===== config.mk =====
export PLATFORM = sky130hd
export DESIGN_NAME = lvt_write_scheduler
export DESIGN_NICKNAME = d
export VERILOG_FILES = /design/src/rtl/lvt_pkg.sv /design/src/rtl/lvt_sched_pick.sv /design/src/rtl/lvt_write_scheduler.sv
export SDC_FILE = /design/constraint.sdc
export NUM_CORES = 2
export LEC_CHECK = 0
export CORE_MARGIN = 4
export CORE_UTILIZATION = 42
export DETAILED_ROUTE_END_ITERATION = 8
export SLEW_MARGIN = 20
export SYNTH_ARGS = -nofsm -noshare
export SYNTH_HDL_FRONTEND = slang
export SYNTH_SLANG_ARGS = --single-unit
export TNS_END_PERCENT = 20

===== constraint.sdc =====
create_clock -name clk -period 29.6 [get_ports clk]
set_input_delay 5.92 -clock clk [delete_from_list [all_inputs] [get_ports clk]]
set_output_delay 5.92 -clock clk [all_outputs]
set_load 0.02 [all_outputs]

===== src/rtl/lvt_pkg.sv =====
// Shared defaults for the LVT write scheduler and its pick logic.
// Latency: none. This file holds only constants and a helper function.
// Backpressure: not applicable.
package lvt_pkg;

    localparam int LVT_WIDTH = 32;   // data word width
    localparam int LVT_DEPTH = 512;  // memory words
    localparam int LVT_PORTS = 4;    // LVT write ports
    localparam int LVT_REQS  = 8;    // requesters arbitrated
    localparam int LVT_CNT_W = 16;   // conflict counter width

    // Increment that sticks at all-ones rather than wrapping.
    function automatic logic [LVT_CNT_W-1:0] cnt_sat_inc(input logic [LVT_CNT_W-1:0] c);
        return (c == '1) ? c : c + LVT_CNT_W'(1);
    endfunction

endpackage


===== src/rtl/lvt_sched_pick.sv =====
// Combinational round-robin scan: grants up to PORTS address-unique requests per cycle.
// Latency: zero (pure combinational); the caller registers the port outputs.
// Backpressure: a request is not readied when the ports are exhausted or its address is already granted.
//
// Ports: rr (scan start), req_valid/req_addr/req_data (requests), req_ready (grants),
//        pick_en/pick_addr/pick_data (k-th grant on port k), next_rr, conflict (address-only deferral).
module lvt_sched_pick
    import lvt_pkg::*;
#(
    parameter  int WIDTH = LVT_WIDTH,
    parameter  int DEPTH = LVT_DEPTH,
    parameter  int PORTS = LVT_PORTS,
    parameter  int REQS  = LVT_REQS,
    localparam int AW    = $clog2(DEPTH),
    localparam int RW    = (REQS > 1) ? $clog2(REQS) : 1,
    localparam int PW    = (PORTS > 1) ? $clog2(PORTS) : 1
) (
    input  logic [RW-1:0]                 rr,
    input  logic [REQS-1:0]               req_valid,
    input  logic [REQS-1:0][AW-1:0]       req_addr,
    input  logic [REQS-1:0][WIDTH-1:0]    req_data,
    output logic [REQS-1:0]               req_ready,
    output logic [PORTS-1:0]              pick_en,
    output logic [PORTS-1:0][AW-1:0]      pick_addr,
    output logic [PORTS-1:0][WIDTH-1:0]   pick_data,
    output logic [RW-1:0]                 next_rr,
    output logic                          conflict
);

    logic [PW:0]   gcnt;      // grants so far this cycle, 0..PORTS
    logic [RW-1:0] idx;       // requester being scanned
    logic [RW-1:0] last_idx;  // last requester granted
    logic          grant_any;
    logic          hit;       // address already owned by an earlier grant

    always_comb begin
        req_ready = '0;
        pick_en   = '0;
        pick_addr = '0;
        pick_data = '0;
        gcnt      = '0;
        idx       = '0;
        last_idx  = '0;
        grant_any = 1'b0;
        hit       = 1'b0;
        conflict  = 1'b0;

        for (int s = 0; s < REQS; s++) begin
            idx = RW'((int'(rr) + s) % REQS);
            hit = 1'b0;
            // Only ports already filled this cycle have pick_en set, so this
            // compares against exactly the addresses granted so far.
            for (int k = 0; k < PORTS; k++) begin
                if (pick_en[k] && (pick_addr[k] == req_addr[idx])) begin
                    hit = 1'b1;
                end
            end
            // Once all ports are taken, remaining requesters are deferred by
            // exhaustion and are deliberately not counted as conflicts.
            if (req_valid[idx] && (gcnt < (PW+1)'(PORTS))) begin
                if (hit) begin
                    conflict = 1'b1;
                end else begin
                    req_ready[idx]             = 1'b1;
                    pick_en[gcnt[PW-1:0]]      = 1'b1;
                    pick_addr[gcnt[PW-1:0]]    = req_addr[idx];
                    pick_data[gcnt[PW-1:0]]    = req_data[idx];
                    last_idx                   = idx;
                    grant_any                  = 1'b1;
                    gcnt                       = gcnt + (PW+1)'(1);
                end
            end
        end

        if (!grant_any) begin
            next_rr = rr;
        end else if (last_idx == RW'(REQS - 1)) begin
            next_rr = '0;
        end else begin
            next_rr = last_idx + RW'(1);
        end
    end

endmodule


===== src/rtl/lvt_write_scheduler.sv =====
// Schedules up to PORTS address-unique write requests per cycle onto LVT memory write ports.
// Latency: 1 cycle from handshake to port_en/port_addr/port_d.
// Backpressure: req_ready is combinational; deferred requesters must hold valid until readied.
//
// Ports: clk, rst_n (async active-low); req_valid/req_addr/req_data/req_ready per requester;
//        port_en/port_addr/port_d per LVT write port (registered); conflict_cnt (saturating).
module lvt_write_scheduler
    import lvt_pkg::*;
#(
    parameter  int WIDTH = LVT_WIDTH,
    parameter  int DEPTH = LVT_DEPTH,
    parameter  int PORTS = LVT_PORTS,
    parameter  int REQS  = LVT_REQS,
    localparam int AW    = $clog2(DEPTH),
    localparam int RW    = (REQS > 1) ? $clog2(REQS) : 1
) (
    input  logic                          clk,
    input  logic                          rst_n,
    input  logic [REQS-1:0]               req_valid,
    input  logic [REQS-1:0][AW-1:0]       req_addr,
    input  logic [REQS-1:0][WIDTH-1:0]    req_data,
    output logic [REQS-1:0]               req_ready,
    output logic [PORTS-1:0]              port_en,
    output logic [PORTS-1:0][AW-1:0]      port_addr,
    output logic [PORTS-1:0][WIDTH-1:0]   port_d,
    output logic [LVT_CNT_W-1:0]          conflict_cnt
);

    logic [RW-1:0]                rr_q, rr_d;
    logic [PORTS-1:0]             port_en_q, port_en_d;
    logic [PORTS-1:0][AW-1:0]     port_addr_q, port_addr_d;
    logic [PORTS-1:0][WIDTH-1:0]  port_d_q, port_d_d;
    logic [LVT_CNT_W-1:0]         conflict_cnt_q, conflict_cnt_d;

    logic [REQS-1:0]              valid_g;
    logic [PORTS-1:0]             pick_en;
    logic [PORTS-1:0][AW-1:0]     pick_addr;
    logic [PORTS-1:0][WIDTH-1:0]  pick_data;
    logic [RW-1:0]                next_rr;
    logic                         conflict;

    // Masking valid with reset keeps req_ready low while in reset, so no
    // requester believes it handed off a write that will be discarded.
    assign valid_g = req_valid & {REQS{rst_n}};

    lvt_sched_pick #(
        .WIDTH (WIDTH),
        .DEPTH (DEPTH),
        .PORTS (PORTS),
        .REQS  (REQS)
    ) u_pick (
        .rr        (rr_q),
        .req_valid (valid_g),
        .req_addr  (req_addr),
        .req_data  (req_data),
        .req_ready (req_ready),
        .pick_en   (pick_en),
        .pick_addr (pick_addr),
        .pick_data (pick_data),
        .next_rr   (next_rr),
        .conflict  (conflict)
    );

    always_comb begin
        rr_d           = next_rr;
        port_en_d      = pick_en;
        port_addr_d    = port_addr_q;
        port_d_d       = port_d_q;
        conflict_cnt_d = conflict ? cnt_sat_inc(conflict_cnt_q) : conflict_cnt_q;
        // Unused ports keep their last address/data; only the enable drops.
        for (int k = 0; k < PORTS; k++) begin
            if (pick_en[k]) begin
                port_addr_d[k] = pick_addr[k];
                port_d_d[k]    = pick_data[k];
            end
        end
    end

    always_ff @(posedge clk or negedge rst_n) begin
        if (!rst_n) begin
            rr_q           <= '0;
            port_en_q      <= '0;
            port_addr_q    <= '0;
            port_d_q       <= '0;
            conflict_cnt_q <= '0;
        end else begin
            rr_q           <= rr_d;
            port_en_q      <= port_en_d;
            port_addr_q    <= port_addr_d;
            port_d_q       <= port_d_d;
            conflict_cnt_q <= conflict_cnt_d;
        end
    end

    assign port_en      = port_en_q;
    assign port_addr    = port_addr_q;
    assign port_d       = port_d_q;
    assign conflict_cnt = conflict_cnt_q;

endmodule


After elaboration in Yosys (flattened, before gate mapping):

Cells that the tools add are included.

* register bits after elaboration: 187
* output and inout bits: 192
* logic and storage cells: 416

* $add $sub $neg: 15
* $lt $le $gt $ge: 37
* eq/ne operators: 27
* multiplexer cells: 262
* bitwise logic cells: 16
* reductions and logical operators: 48

Operators by type and width (number)
* two-way mux 128 bit: 14
* bitwise mux 128 bit: 7
* binary-select mux 32 bit (select 3 bit): 8
* two-way mux 32 bit: 16
* two-way mux 36 bit: 14
* demux 32 bit (select 2 bit): 7
* bitwise mux 36 bit: 7
* == test 9 bit: 25
* binary-select mux 9 bit (select 3 bit): 8
* two-way mux 9 bit: 16
* demux 9 bit (select 2 bit): 7
* two-way mux 8 bit: 15
* two-way mux 3 bit: 28
* two-way mux 1 bit: 78
* two-way mux 4 bit: 14
* bitwise OR 8 bit: 7
* logical AND 1 bit: 47
* < comparator 3 x 4 -> 1 bit, second input constant: 8
* binary-select mux 1 bit (select 3 bit): 8
* demux 1 bit (select 3 bit): 8
* >= comparator 3 x 1 -> 1 bit, second input constant: 8
* bitwise OR 4 bit: 6
* adder 3 x 1 -> 3 bit, second input constant: 7
* < comparator 2 x 3 -> 1 bit, second input constant: 6
* 15 further kinds: 36

Depth between registers and ports, before layout:

* depth in word-level cells: 61
* mapped depth: 56
* mapped depth without buffers: 45

Cells and area by module:

A second synthesis with hierarchy kept.

* cells, all modules: 3640
* area, all modules: 33941.3 um2

By module, submodules not included
* lvt_sched_pick: times used 1, cells each 3200, area each 26865.8 um2, seq. area each 0.0 um2
* lvt_write_scheduler: times used 1, cells each 440, area each 7075.5 um2, seq. area each 4679.5 um2

Least setup slack after synthesis:

No wires, ideal clock.

* kind: input to output
* start point: input port req_addr[60] (netlist name)
* end point: output port req_ready[1]
* data arrival time: 14.872 ns
* data required time: 23.680 ns
* path slack: 8.808 ns
* stages: 39
* path buffers: 5
* cells stage by stage: mux4_2 > mux2i_1 > xor2_1 > nor4_1 > o32ai_1 > o311ai_4 > nor4_1 > or3_1 > clkbuf_1 > buf_2 > a21oi_1 > inv_1 > ha_1 > nand2_1 > or2_2 > clkbuf_1 > o21ai_1 > a21o_1 > (+3 left out) > mux2_2 > nor4_2 > a221oi_4 > buf_2 > and3_1 > clkbuf_1 > o21ai_0 > inv_1 > ha_1 > and3_1 > nand2_2 > mux2_2 > xnor2_1 > nor4_1 > a311oi_4 > nand4_1 > nor3b_1 > o21ai_0

* longest elaborated chain between the ends: 56
* elaborated cells on any way between the ends: 211

Ends and longest elaborated chain
* start: declaration: RTL line lvt_write_scheduler.sv:20 `input logic [REQS-1:0][AW-1:0] req_addr,`
* parallel branches: the longest is 55 deep, another holds < comparator 2 x 3 -> 1 bit
* two-way mux 8 bit *: RTL line lvt_sched_pick.sv:60 `if (req_valid[idx] && (gcnt < (PW+1)'(PORTS))) begin`
* end: declaration: RTL line lvt_write_scheduler.sv:22 `output logic [REQS-1:0] req_ready,`

Mark *: on every way between the ends. The select of a mux whose other input is x is not followed.

Worst setup path in the final report:

* start point: input port req_addr[24] (netlist name)
* end point: output port req_ready[6]

Same word-level chain as after synthesis.

==> impl_metrics.ini <==
[run_status]
status = finished, final reports clean

[routing]
vias_per_cell = 7.14
first_pass_iters = 9
wl_per_cell_um = 35.5
ant_nets = 0
drtIter0Drc = 5489
drc = 0
via_count = 38000
routed_wl_um = 189000

[synth]
synth_top_area_share_pct = 21.6
synthesis.area_um2 = 33500
synth-edff-count = 0
yosysWarnings = 0
synth_cells = 3985
yosysTopAreaCell = mux4_2
ys_async_sr_fraction_pct = 100
ys_ff_latch = 187
syn_nets = 4349
ys_types = 111
synth_top_flop_cell = dfrtp_1
ys_seq_area_share_pct = 14.0
post_synth_main_area_contributors = mux4_2, dfrtp_1, mux2i_1
syn_avg_cell_area_um2 = 8.41

[timing]
rsz0062_at_grt = false
fin_skew_ps = 23.9
hold_viol = 0
min_period_over_period_pct = 89.2
slew_viol_final = 0
slew_headroom_pct = 14.7
tns_ps = 0
max_freq_mhz = 37.9
finalCriticalPeriod_ps = 26410
setup_viol = 0
whs_ps = 503
worstMarginPinSlew_ps = 1270

[global_route]
grt_pass1_wl_um = 268000
gr-usage-all-layers_pct = 43.1
antenna_found_initial = 16
grt_max_degree = 126
grt_overflow = 0
grt_pass1_vias = 35300

[setup_path]
worstSetupStartpointType = primary input
cpMostUsedCell = buf_4
path_max_fanout = 70
r2r-start = rr_q[0]$_DFFE_PN0P_
path_class = in -> out
crit_start = req_addr[24]
cp-end-kind = output port
worst_r2r_path_depth = 40
cp_data_required_time_ps = 23680
r2r-end = port_d[36]$_DFFE_PN0P_
worstPathArrival_ps = 20490
slowest_delay_ps = 720
r2r_setup_slack_ps = 11570
cpMaxStageDelayCell = nor4_1

[clock_network]
htree_levels = 4
clock_sinks = 187
clk_pin_slew_ps = 100
clock_path_buffers = 2
cts_tree = yes
cts_hold_buf = 0
cts_buffers = 17
cts-root-buf = clkbuf_16
cts_setup_buffers = 0
post_cts_resized = 0
clock_latency_ps = 510

[cells_and_area]
area_growth_pct = 20.1
fin_cells = 5329
ff_latch_area_um2 = 4690
multiInputGateArea_um2 = 27200
drive_above_1_share_pct = 14.3
nFillCells = 7554
nNetsFinal = 4615

[job]
cap_violations = 0

[min_path]
hold_end = conflict_cnt[7]$_DFFE_PN0P_
hold_depth = 1
min_from = conflict_cnt[7]$_DFFE_PN0P_
hp-class = reg -> reg

[floorplanning]
die_w_um = 291
die_area_um2 = 84400
start_util_pct = 42.4
ios = 530
chipHeight_um = 291
num_rows = 103
coreArea_um2 = 79000

[placed_design]
io_buffers = 529
place_hpwl_um = 147000
dp_cells = 5282
routabilityCongestion = 1.09
==> layout make-up <==
class / instances / area share, %
Antenna cell: 15 / 0.0932
Clock buffer: 17 / 1.06
Clock inverter: 15 / 0.500
Inverter: 50 / 0.466
Multi-Input combinational cell: 3357 / 67.7
Sequential cell: 187 / 11.6
Tap cell: 1050 / 3.26
Timing Repair Buffer: 638 / 15.3
==> worst max-delay path, delay by kind of cell <==
kind | cells | cell delay [ps]
adders and majority gates | 1 | 170
xor gates and xnor gates | 2 | 330
muxes | 6 | 2510
AOI/OAI and AO/OA | 9 | 3440
buffers and inverters | 8 | 3940
and+or+nand+nor | 12 | 4010
==> Yosys cell counts, drive strengths merged, types with 23 or more instances <==
master,count
a211oi,80
inv,48
nor3,120
mux4,321
o211ai,230
mux2,55
clkbuf,267
nor4,31
ha,26
and2,26
nand4,43
mux2i,428
a211o,23
o221ai,42
xnor2,147
o21ai,279
dfrtp,187
buf,124
nor2,309
nand3,126
a221oi,32
nand2,526
and3,24
o22ai,44
a21oi,184
==> metrics by stage <==
step	cell area, µm²	worst slack [ps]	util [%]
after floorplan	33500	8810	-
after CTS	40200	3680	50.9
after detailed placement	39600	3710	50.1
after global routing	40200	2690	50.9
final	40300	3190	51.0
after global placement	39600	3790	50.1
==> layout by cell type (no fill, tap or decap), types with 21 or more instances in the layout <==
master / synthesis / final
and2_1: 24 / 21
dfrtp_1: 187 / 184
buf_4: 8 / 106
a211o_1: 23 / 23
nand3_1: 123 / 123
clkdlybuf4s50_1: 0 / 528
nor3_1: 116 / 115
a211oi_1: 80 / 80
mux2_2: 48 / 48
mux4_2: 321 / 321
ha_1: 26 / 24
nor2_1: 308 / 305
nor4_1: 28 / 28
xnor2_1: 147 / 145
o211ai_1: 229 / 229
mux2i_1: 425 / 413
nand4_1: 42 / 42
nand2_1: 523 / 521
a221oi_1: 31 / 31
o22ai_1: 44 / 44
o21ai_0: 265 / 265
o221ai_1: 41 / 41
a21oi_1: 183 / 183
inv_1: 44 / 44
and3_1: 24 / 23
==> registers in the layout, summed over array words and instances, names as in the netlist <==
register and flops:
port_d 128, port_addr 36, conflict_cnt 16, port_en 4, rr_q 3
==> how the worst max path moves through the flow <==
stage | to | slack, ps | cells after the start
detailed placement | req_ready[6] | 3710 | 38
global route | req_ready[7] | 2690 | 38
finish | req_ready[6] | 3190 | 38
floorplan | req_ready[1] | 8810 | 39
CTS | req_ready[6] | 3680 | 38
global placement | req_ready[4] | 3790 | 38
==> routing by layer <==
layer  share of wire (%)  up-vias  global-route usage [%]
met2                  43     2768                    63.7
met4                 7.7        2                    26.2
met5              0.0069        -                       0
met3                  11      525                    9.62
met1                  39    18700                    57.5
li1                    -    16000                       -
==> kinds of logic after synthesis <==
family / count (synthesis) / share of synthesized area [%]
flops: 187 / 14.0
mux: 804 / 36.3
other cells: 1 / 0.0112
buf+inv: 441 / 5.41
fa+ha+maj: 26 / 0.970
simple gates: 1265 / 16.9
xor+xnor: 163 / 4.28
compound gates: 1098 / 22.2
Power is left out: the tool's default activity adds up to more than one toggle a clock period on the data nets, which glitch-free logic cannot reach.
